## config.mk

```make
export PLATFORM = sky130hd
export DESIGN_NAME = game_round_controller
export DESIGN_NICKNAME = d
export VERILOG_FILES = /design/src/rtl/game_round_controller.sv
export SDC_FILE = /design/constraint.sdc
export NUM_CORES = 1
export LEC_CHECK = 0
export BUFFER_PORTS_ARGS = -buffer_cell sky130_fd_sc_hd__buf_2
export CAP_MARGIN = 10
export CORE_ASPECT_RATIO = 1.1
export CORE_UTILIZATION = 30
export CTS_BUF_LIST = sky130_fd_sc_hd__clkbuf_2 sky130_fd_sc_hd__clkbuf_4 sky130_fd_sc_hd__clkbuf_8
export DETAILED_ROUTE_END_ITERATION = 16
export HOLD_SLACK_MARGIN = 0.12
export MAX_ROUTING_LAYER = met4
export PLACE_DENSITY = 0.55
export SLEW_MARGIN = 20
export SYNTH_ARGS = -nofsm -noshare
export SYNTH_HDL_FRONTEND = slang
export SYNTH_SLANG_ARGS = --single-unit
```

## constraint.sdc

```tcl
create_clock -name clk -period 5 [get_ports clk]
set_clock_uncertainty 0.15 [all_clocks]
set_input_delay 1 -clock clk [delete_from_list [all_inputs] [get_ports clk]]
set_output_delay 1 -clock clk [all_outputs]
set_load 0.05 [all_outputs]
```

## src/rtl/game_round_controller.sv

```systemverilog
// Round sequencer for the LED reaction game: IDLE -> READY countdown -> PLAY window -> OVER.
// Owns the ms prescaler and seconds countdown, and keeps the final and high scores.
`timescale 1ns/1ps
module game_round_controller #(
    parameter int CLKS_PER_MS   = 50000,
    parameter int GAME_SECONDS  = 30,
    parameter int READY_SECONDS = 3,
    parameter int SCORE_W       = 4
) (
    input  logic                clk,
    input  logic                rst_n,
    input  logic                start_button,
    input  logic [SCORE_W-1:0]  player_score,
    output logic                game_reset,
    output logic                game_enable,
    output logic                ms_tick,
    output logic [$clog2((GAME_SECONDS > READY_SECONDS ? GAME_SECONDS : READY_SECONDS) + 1)-1:0] seconds_left,
    output logic [1:0]          phase,
    output logic [SCORE_W-1:0]  final_score,
    output logic [SCORE_W-1:0]  high_score,
    output logic                new_high
);

    localparam int MAX_SEC = (GAME_SECONDS > READY_SECONDS) ? GAME_SECONDS : READY_SECONDS;
    localparam int SEC_W   = $clog2(MAX_SEC + 1);
    localparam int PRESC_W = $clog2(CLKS_PER_MS);
    localparam logic [PRESC_W-1:0] PRESC_LAST = PRESC_W'(CLKS_PER_MS - 1);
    localparam logic [9:0]         MS_LAST    = 10'd999;

    typedef enum logic [1:0] {
        S_IDLE  = 2'd0,
        S_READY = 2'd1,
        S_PLAY  = 2'd2,
        S_OVER  = 2'd3
    } state_t;

    state_t             state_reg;
    logic [PRESC_W-1:0] presc_reg;
    logic [9:0]         ms_cnt_reg;
    logic               btn_reg;
    logic               armed_reg;
    logic [SEC_W-1:0]   seconds_reg;
    logic [SCORE_W-1:0] final_score_reg;
    logic [SCORE_W-1:0] high_score_reg;
    logic               new_high_reg;

    logic running;
    logic tick_now;
    logic sec_boundary;
    logic btn_edge;

    assign running      = (state_reg == S_READY) || (state_reg == S_PLAY);
    assign tick_now     = running && (presc_reg == PRESC_LAST);
    assign sec_boundary = tick_now && (ms_cnt_reg == MS_LAST);
    // armed_reg masks the level seen on the first clock after reset release.
    assign btn_edge     = armed_reg && start_button && !btn_reg;

    always_ff @(posedge clk or negedge rst_n) begin
        if (!rst_n) begin
            state_reg       <= S_IDLE;
            presc_reg       <= '0;
            ms_cnt_reg      <= '0;
            btn_reg         <= 1'b0;
            armed_reg       <= 1'b0;
            seconds_reg     <= SEC_W'(GAME_SECONDS);
            final_score_reg <= '0;
            high_score_reg  <= '0;
            new_high_reg    <= 1'b0;
        end else begin
            btn_reg   <= start_button;
            armed_reg <= 1'b1;

            if (running) begin
                presc_reg <= tick_now ? '0 : presc_reg + PRESC_W'(1);
                if (tick_now)
                    ms_cnt_reg <= (ms_cnt_reg == MS_LAST) ? '0 : ms_cnt_reg + 10'd1;
            end else begin
                presc_reg  <= '0;
                ms_cnt_reg <= '0;
            end

            case (state_reg)
                S_IDLE: begin
                    seconds_reg <= SEC_W'(GAME_SECONDS);
                    if (btn_edge) begin
                        state_reg   <= S_READY;
                        seconds_reg <= SEC_W'(READY_SECONDS);
                        presc_reg   <= '0;
                        ms_cnt_reg  <= '0;
                    end
                end
                S_READY: begin
                    if (sec_boundary) begin
                        if (seconds_reg == SEC_W'(1)) begin
                            state_reg   <= S_PLAY;
                            seconds_reg <= SEC_W'(GAME_SECONDS);
                            presc_reg   <= '0;
                            ms_cnt_reg  <= '0;
                        end else begin
                            seconds_reg <= seconds_reg - SEC_W'(1);
                        end
                    end
                end
                S_PLAY: begin
                    if (sec_boundary) begin
                        if (seconds_reg == SEC_W'(1)) begin
                            state_reg       <= S_OVER;
                            seconds_reg     <= '0;
                            presc_reg       <= '0;
                            ms_cnt_reg      <= '0;
                            final_score_reg <= player_score;
                            // A tie with the standing high score is not a new record.
                            if (player_score > high_score_reg) begin
                                high_score_reg <= player_score;
                                new_high_reg   <= 1'b1;
                            end else begin
                                new_high_reg   <= 1'b0;
                            end
                        end else begin
                            seconds_reg <= seconds_reg - SEC_W'(1);
                        end
                    end
                end
                S_OVER: begin
                    seconds_reg <= '0;
                    if (btn_edge) begin
                        state_reg    <= S_READY;
                        seconds_reg  <= SEC_W'(READY_SECONDS);
                        new_high_reg <= 1'b0;
                        presc_reg    <= '0;
                        ms_cnt_reg   <= '0;
                    end
                end
                default: state_reg <= S_IDLE;
            endcase
        end
    end

    assign phase        = state_reg;
    assign game_reset   = (state_reg != S_PLAY);
    assign game_enable  = (state_reg == S_PLAY);
    assign ms_tick      = tick_now;
    assign seconds_left = seconds_reg;
    assign final_score  = final_score_reg;
    assign high_score   = high_score_reg;
    assign new_high     = new_high_reg;

endmodule

```

==> impl_metrics.tcl, run 1 <==
set metrics [dict create \
    worstSetupEndpointType "primary output" \
    cts_hold_buffers 0 \
    rrSetupSlack_ns 2.37 \
    grt_pass1_wl_um 8040 \
    power_density_mw_per_mm2 426 \
    grt_max_degree 45 \
    largest_reg_flops 16 \
    nFillCells 838 \
    dieWidth_um 88.3 \
    synth_fp_nets 260 \
    drt_iter0_drc 88 \
    drt-total-wl_um 4600 \
    required_ns 3.85 \
    h-tree-depth 2 \
    cts_setup_buffers 0 \
    power_leakage_nw 1.26 \
    reg2reg_to "high_score[0]" \
    peakVddDrop_mv 0.183 \
    crit_family "buffers and inverters" \
    p_seq_frac 0.376 \
    rows 34 \
    max_freq_mhz 286 \
    ios 26 \
    dpl.hpwl_um 3270 \
    power_frac_comb 0.389 \
    vias_per_cell 4.76 \
    crit_start "phase[0]" \
    ys_ff_latch 44 \
    hold_viol_final 0 \
    vias 1788 \
    chipHeight_um 96.9 \
    post-route-min-period_ns 3.49 \
    path_buf_inv 3 \
    worstSetupPathType "register to primary output" \
    worst_slew_pin_slew_ns 0.622 \
    r2r_cells 7 \
    cts-root-buf "clkbuf_8" \
    endpoint "ms_tick" \
    synth-async-reset-ratio 1.00 \
    grtUsageTotal 0.121 \
    relSlewSlack 0.586 \
    core-area_sq_mm 0.00791 \
    syn_area_per_cell_sq_um 10.2 \
    cts_buffers 5 \
    power_frac_clock 0.235 \
    setup_tns_ns 0 \
    area_growth_pct 14.2 \
    grt_setup_unrepaired "false" \
    place_ws_ns 1.81 \
    final_area_sq_mm 0.00281 \
    synth_ff_type "dfrtp_1" \
    yosys_warnings 0 \
    finalSetupViolCount 0 \
    finalCritPeriodShare 0.699 \
    path_cells "inv_1, ha_1, and4b_2, nand4_4, inv_1, buf_2" \
    r2r-start "phase[0]" \
    postSynthCellCount 240 \
    port_buffers 25 \
    hold_path_class "register to register" \
    ctsResizeCount 0 \
    antenna_found_initial 0 \
    cp_num_cells 6 \
    cts.clk_slew.worst_paths_ns 0.09 \
    synth_edf_count 0 \
    hold_ws_ns 0.339 \
    drtAntennaViolNets 0 \
    maxCapViolCount 0 \
    numClockSinks 44 \
    cts_tree "built" \
    path_max_fanout 11 \
    floorplan.initialDensity 0.310 \
    worst_slack_ns 1.51 \
    clockBufferDepth 2 \
    cp_slowest_stage_delay_ns 0.42 \
    status "finished clean" \
    p_switching_uw 498 \
    crit_path_start_kind "register" \
    crit_arrival_ns 2.34 \
    swShare 0.417 \
    power.total_mw 1.20 \
    antenna_cells 0 \
    drive_gt1_frac 0.220 \
    drv_slew 0 \
    synth_cell_type_count 52 \
    crit_top_cell "inv_1" \
    fin_nets 287 \
    dieArea_sq_mm 0.00855 \
    critical_path.slowest_cell "dfrtp_1" \
    grt_pass1_vias 1732 \
    drc 0 \
    seq_area_frac_synth 0.450 \
    intPower_uw 697 \
    placed_area_sq_mm 0.00269 \
    clk_latency_ns 0.30 \
    gp_congestion 0.766 \
    wl_per_cell_um 12.2 \
    netlist_area_sq_mm 0.00246 \
    gr-total-overflow 0 \
    first_pass_iters 4 \
]
[metrics by stage]
| stage | cells | util |
|---|---|---|
| after floorplan | 240 | - |
| after global routing | 376 | 0.355 |
| final | 376 | 0.355 |
| after global placement | 368 | 0.340 |
| after CTS | 376 | 0.354 |
| after detailed placement | 368 | 0.340 |
[cell usage in the layout (no fill, tap or decap), types with 7 or more instances in the layout]
cell     synthesis  final
inv_1           14     14
a21oi_1          7      7
xor2_1          16     16
nand2_1         21     21
buf_2            1     24
nor2_1          31     31
nand4_1          9      9
o21ai_0          7      7
nor3_1           8      8
dfrtp_1         40     40
ha_1            13     13
[cell families after synthesis]
| logic type | after synthesis | synth area share |
|---|---|---|
| and+or+nand+nor | 101 | 0.237 |
| muxes | 9 | 0.0469 |
| other | 1 | 0.00153 |
| DFF | 44 | 0.450 |
| buffers and inverters | 19 | 0.0331 |
| adders and majority gates | 13 | 0.0662 |
| xor gates and xnor gates | 22 | 0.0784 |
| AOI/OAI and AO/OA | 31 | 0.0861 |
[cell usage after synthesis (2+ instances only)]
cell       n  area (sq um)
o22ai_1    2          12.5
nor2_1    31           116
nor3_1     8          40.0
xor2_1    16           140
or3_1      4          25.0
inv_1     14          52.6
and2_1     5          31.3
o211ai_1   2          15.0
mux2_4     4          60.1
xnor2_1    6          52.6
and4b_2    2          22.5
clkbuf_1   2          7.51
dfrtp_1   40          1000
o21ai_0    7          35.0
dfstp_2    4           105
nand4_1    9          56.3
and3_1     2          12.5
ha_1      13           163
a21oi_1    7          35.0
nand3_1    6          30.0
mux2_2     4          45.0
o21a_1     2          15.0
nand2_1   21          78.8
[metal layers]
| layer | track usage | wire length, um |
|---|---|---|
| met1 | 0.158 | 2150 |
| met3 | 0.0282 | 129 |
| met5 | - | 0 |
| met4 | 0.0434 | 80 |
| met2 | 0.183 | 2240 |
[worst min-delay path by stage]
stage	startpoint	to	slack, ns	cells past startpoint
final	presc_reg[0]	presc_reg[0]	0.34	1
after global routing	presc_reg[0]	presc_reg[0]	0.38	1
after CTS	presc_reg[0]	presc_reg[0]	0.34	1
after detailed placement	presc_reg[0]	presc_reg[0]	0.33	1
after global placement	presc_reg[0]	presc_reg[0]	0.32	1
after floorplan	presc_reg[0]	presc_reg[0]	0.30	1
[power groups by stage]
stage | clock [mW] | combinational (mW) | sequential [mW]
global route | 0.303 | 0.518 | 0.458
floorplan | 0 | 0.291 | 0.536
detailed placement | 0 | 0.472 | 0.458
CTS | 0.293 | 0.474 | 0.450
global placement | 0 | 0.471 | 0.454
finish | 0.281 | 0.465 | 0.450
[area by class of cell]
cell class | instances | area [sq um] | share of cell area
inverters | 14 | 52.6 | 0.0187
well taps | 108 | 135 | 0.0482
repair buffers | 25 | 128 | 0.0455
clock buffers | 5 | 68.8 | 0.0245
multi-input cells | 177 | 1270 | 0.452
flip-flops and latches | 44 | 1110 | 0.394
clock inverters | 3 | 46.3 | 0.0165
No activity file was read; power rests on OpenSTA's default activity.
==> inputs of run 2 (changes only) <==
ABC_AREA = 1   (was not set)
clock period = 3.43 ns   (was 5 ns; I/O delays follow)
==> run 2 against run 1 <==
Effect of this change: clock-buffer cell count unchanged; via count increased by 28%; utilization increased by 0.60 points; design area increased by 9.2%; critical path depth decreased by 1; die area increased by 8.6%; sequential share of layout area decreased by 3.3 points; power decreased by 8.4%; sequential power increased by 16%; first-iteration DRC count decreased by 17%; critical path type unchanged; critical endpoint unchanged.
==> impl_metrics.tcl, run 2 <==
set metrics [dict create \
    synth_cell_type_count 32 \
    busiest_layer "met2" \
    chipHeight_um 101 \
    hold_path_class "input port to asynchronous set/reset pin" \
    use_met2 0.231 \
    met3_usage 0.0219 \
    numClockSinks 44 \
    drc 0 \
    finalSetupViolCount 0 \
    grt_setup_unrepaired "false" \
    netlist_area_sq_mm 0.00267 \
    synth_fp_nets 385 \
    synth_ff_type "dfrtp_1" \
    grtUsageTotal 0.136 \
    fin_nets 413 \
    gr-total-overflow 0 \
    grtUsageMet1 0.162 \
    required_ns 2.59 \
    layout_commonest_cell "nand2_1" \
    cts-root-buf "clkbuf_8" \
    gp_congestion 0.866 \
    path_max_fanout 6 \
    ios 26 \
    drive_gt1_frac 0.124 \
    drt-total-wl_um 5750 \
    antenna_found_initial 0 \
    final_util 0.361 \
    power_leakage_nw 1.57 \
    maxCapViolCount 0 \
    setup_tns_ns 0 \
    yosys.area.top_type_share 0.375 \
    grt_max_degree 45 \
    vias_per_cell 4.51 \
    power_density_mw_per_mm2 357 \
    core-area_sq_mm 0.00850 \
    drt_iter0_drc 73 \
    cts_setup_buffers 0 \
    yosys_warnings 0 \
    drtAntennaViolNets 0 \
    multiInputGateArea_sq_mm 0.00129 \
    worst_slew_pin_slew_ns 0.573 \
    seq_area_sq_mm 0.00111 \
    crit_path_start_kind "register" \
    yosysTopAreaCell "dfrtp_1" \
    cts_tree "built" \
    cts_buffers 5 \
    dieArea_sq_mm 0.00929 \
    synth-async-reset-ratio 1.00 \
    netlist_top_cells_area "dfrtp_1, nand2_1, inv_1" \
    seq_area_frac_synth 0.414 \
    dpl.hpwl_um 4370 \
    clk_latency_ns 0.30 \
    layout_common_cells "nand2_1, inv_1, nor2_1, dfrtp_1, nand3_1" \
    ys_ff_latch 44 \
    synth_common_cells "nand2_1, inv_1, nor2_1" \
    grt_pass1_wl_um 9810 \
    dieWidth_um 92.0 \
    worstSetupPathType "register to primary output" \
    drv_slew 0 \
    cp_slowest_stage_delay_ns 0.45 \
    cts.clk_slew.worst_paths_ns 0.09 \
    largest_reg_flops 16 \
    vias 2280 \
    ctsResizeCount 0 \
    post-route-min-period_ns 2.73 \
    h-tree-depth 2 \
    status "finished clean" \
    critical_path.slowest_cell "dfrtp_1" \
    hold_viol_final 0 \
    synth_most_common_cell "nand2_1" \
    first_pass_iters 4 \
    syn_area_per_cell_sq_um 7.32 \
    postSynthCellCount 365 \
    path_cells "inv_1, ha_1, nand4_1, nor4_2, buf_2" \
    finalCritPeriodShare 0.797 \
    relSlewSlack 0.618 \
    rows 35 \
    floorplan.initialDensity 0.315 \
    area_growth_pct 14.6 \
    hold_ws_ns 0.224 \
    cts_hold_buffers 0 \
    wl_per_cell_um 11.4 \
    port_buffers 25 \
    peakVddDrop_mv 0.133 \
    antenna_cells 0 \
    synth_edf_count 0 \
    crit_arrival_ns 1.90 \
    nFillCells 929 \
    grt_pass1_vias 2156 \
    worstSetupEndpointType "primary output" \
    clockBufferDepth 2 \
    max_freq_mhz 366 \
]
run 2: final cells by class:
class / instances / area share
multi-input cells: 253 / 0.422
flip-flops and latches: 44 / 0.361
well taps: 111 / 0.0453
repair buffers: 25 / 0.0417
inverters: 64 / 0.0784
clock inverters: 3 / 0.0294
clock buffers: 5 / 0.0225
run 2: report_power, final:
part           switching [mW]  internal [mW]
combinational          0.0163        0.00506
sequential           0.000385          0.520
clock                   0.189          0.364
run 2: final timing paths:
kind | start | endpoint | slack [ns] | depth (start not counted)
max in group asynchronous | rst_n | seconds_left[2] | 2.51 | 1
setup reg to reg | phase[0] | presc_reg[8] | 1.03 | 11
setup / recovery | phase[0] | ms_tick | 0.70 | 5
hold / removal | rst_n | ms_cnt_reg[8] | 0.22 | 1
min in group clk | seconds_left[4] | seconds_left[4] | 0.33 | 2
hold reg to reg | seconds_left[4] | seconds_left[4] | 0.33 | 2
run 2: stage by stage:
step	std cells	power (mW)	worst slack, ns	cell area (sq um)
5_1_grt	505	1.14	0.593	3060
3_5_place_dp	497	0.553	1.01	2900
4_1_cts	505	1.12	0.688	3060
6_report	505	1.09	0.698	3060
3_3_place_gp	497	0.553	1.04	2900
2_1_floorplan	365	0.536	0.413	2680
run 2: cell families after synthesis:
family,synth area share
and+or+nand+nor,0.319
buffers and inverters,0.105
DFF,0.414
AOI/OAI and AO/OA,0.0829
adders and majority gates,0.0609
xor gates and xnor gates,0.0164
other,0.00140
run 2: worst max-delay path: cells and delay by family, from the launching register on:
kind | cells | cell delay (ns)
and+or+nand+nor | 2 | 0.33
adders and majority gates | 1 | 0.41
DFF | 1 | 0.45
buffers and inverters | 2 | 0.41
run 2: metal layers:
| metal | wire [um] | vias to the layer above |
|---|---|---|
| met5 | 0 | - |
| met4 | 90 | 0 |
| met3 | 144 | 8 |
| met2 | 2800 | 27 |
| met1 | 2710 | 1037 |
| li1 | - | 1208 |
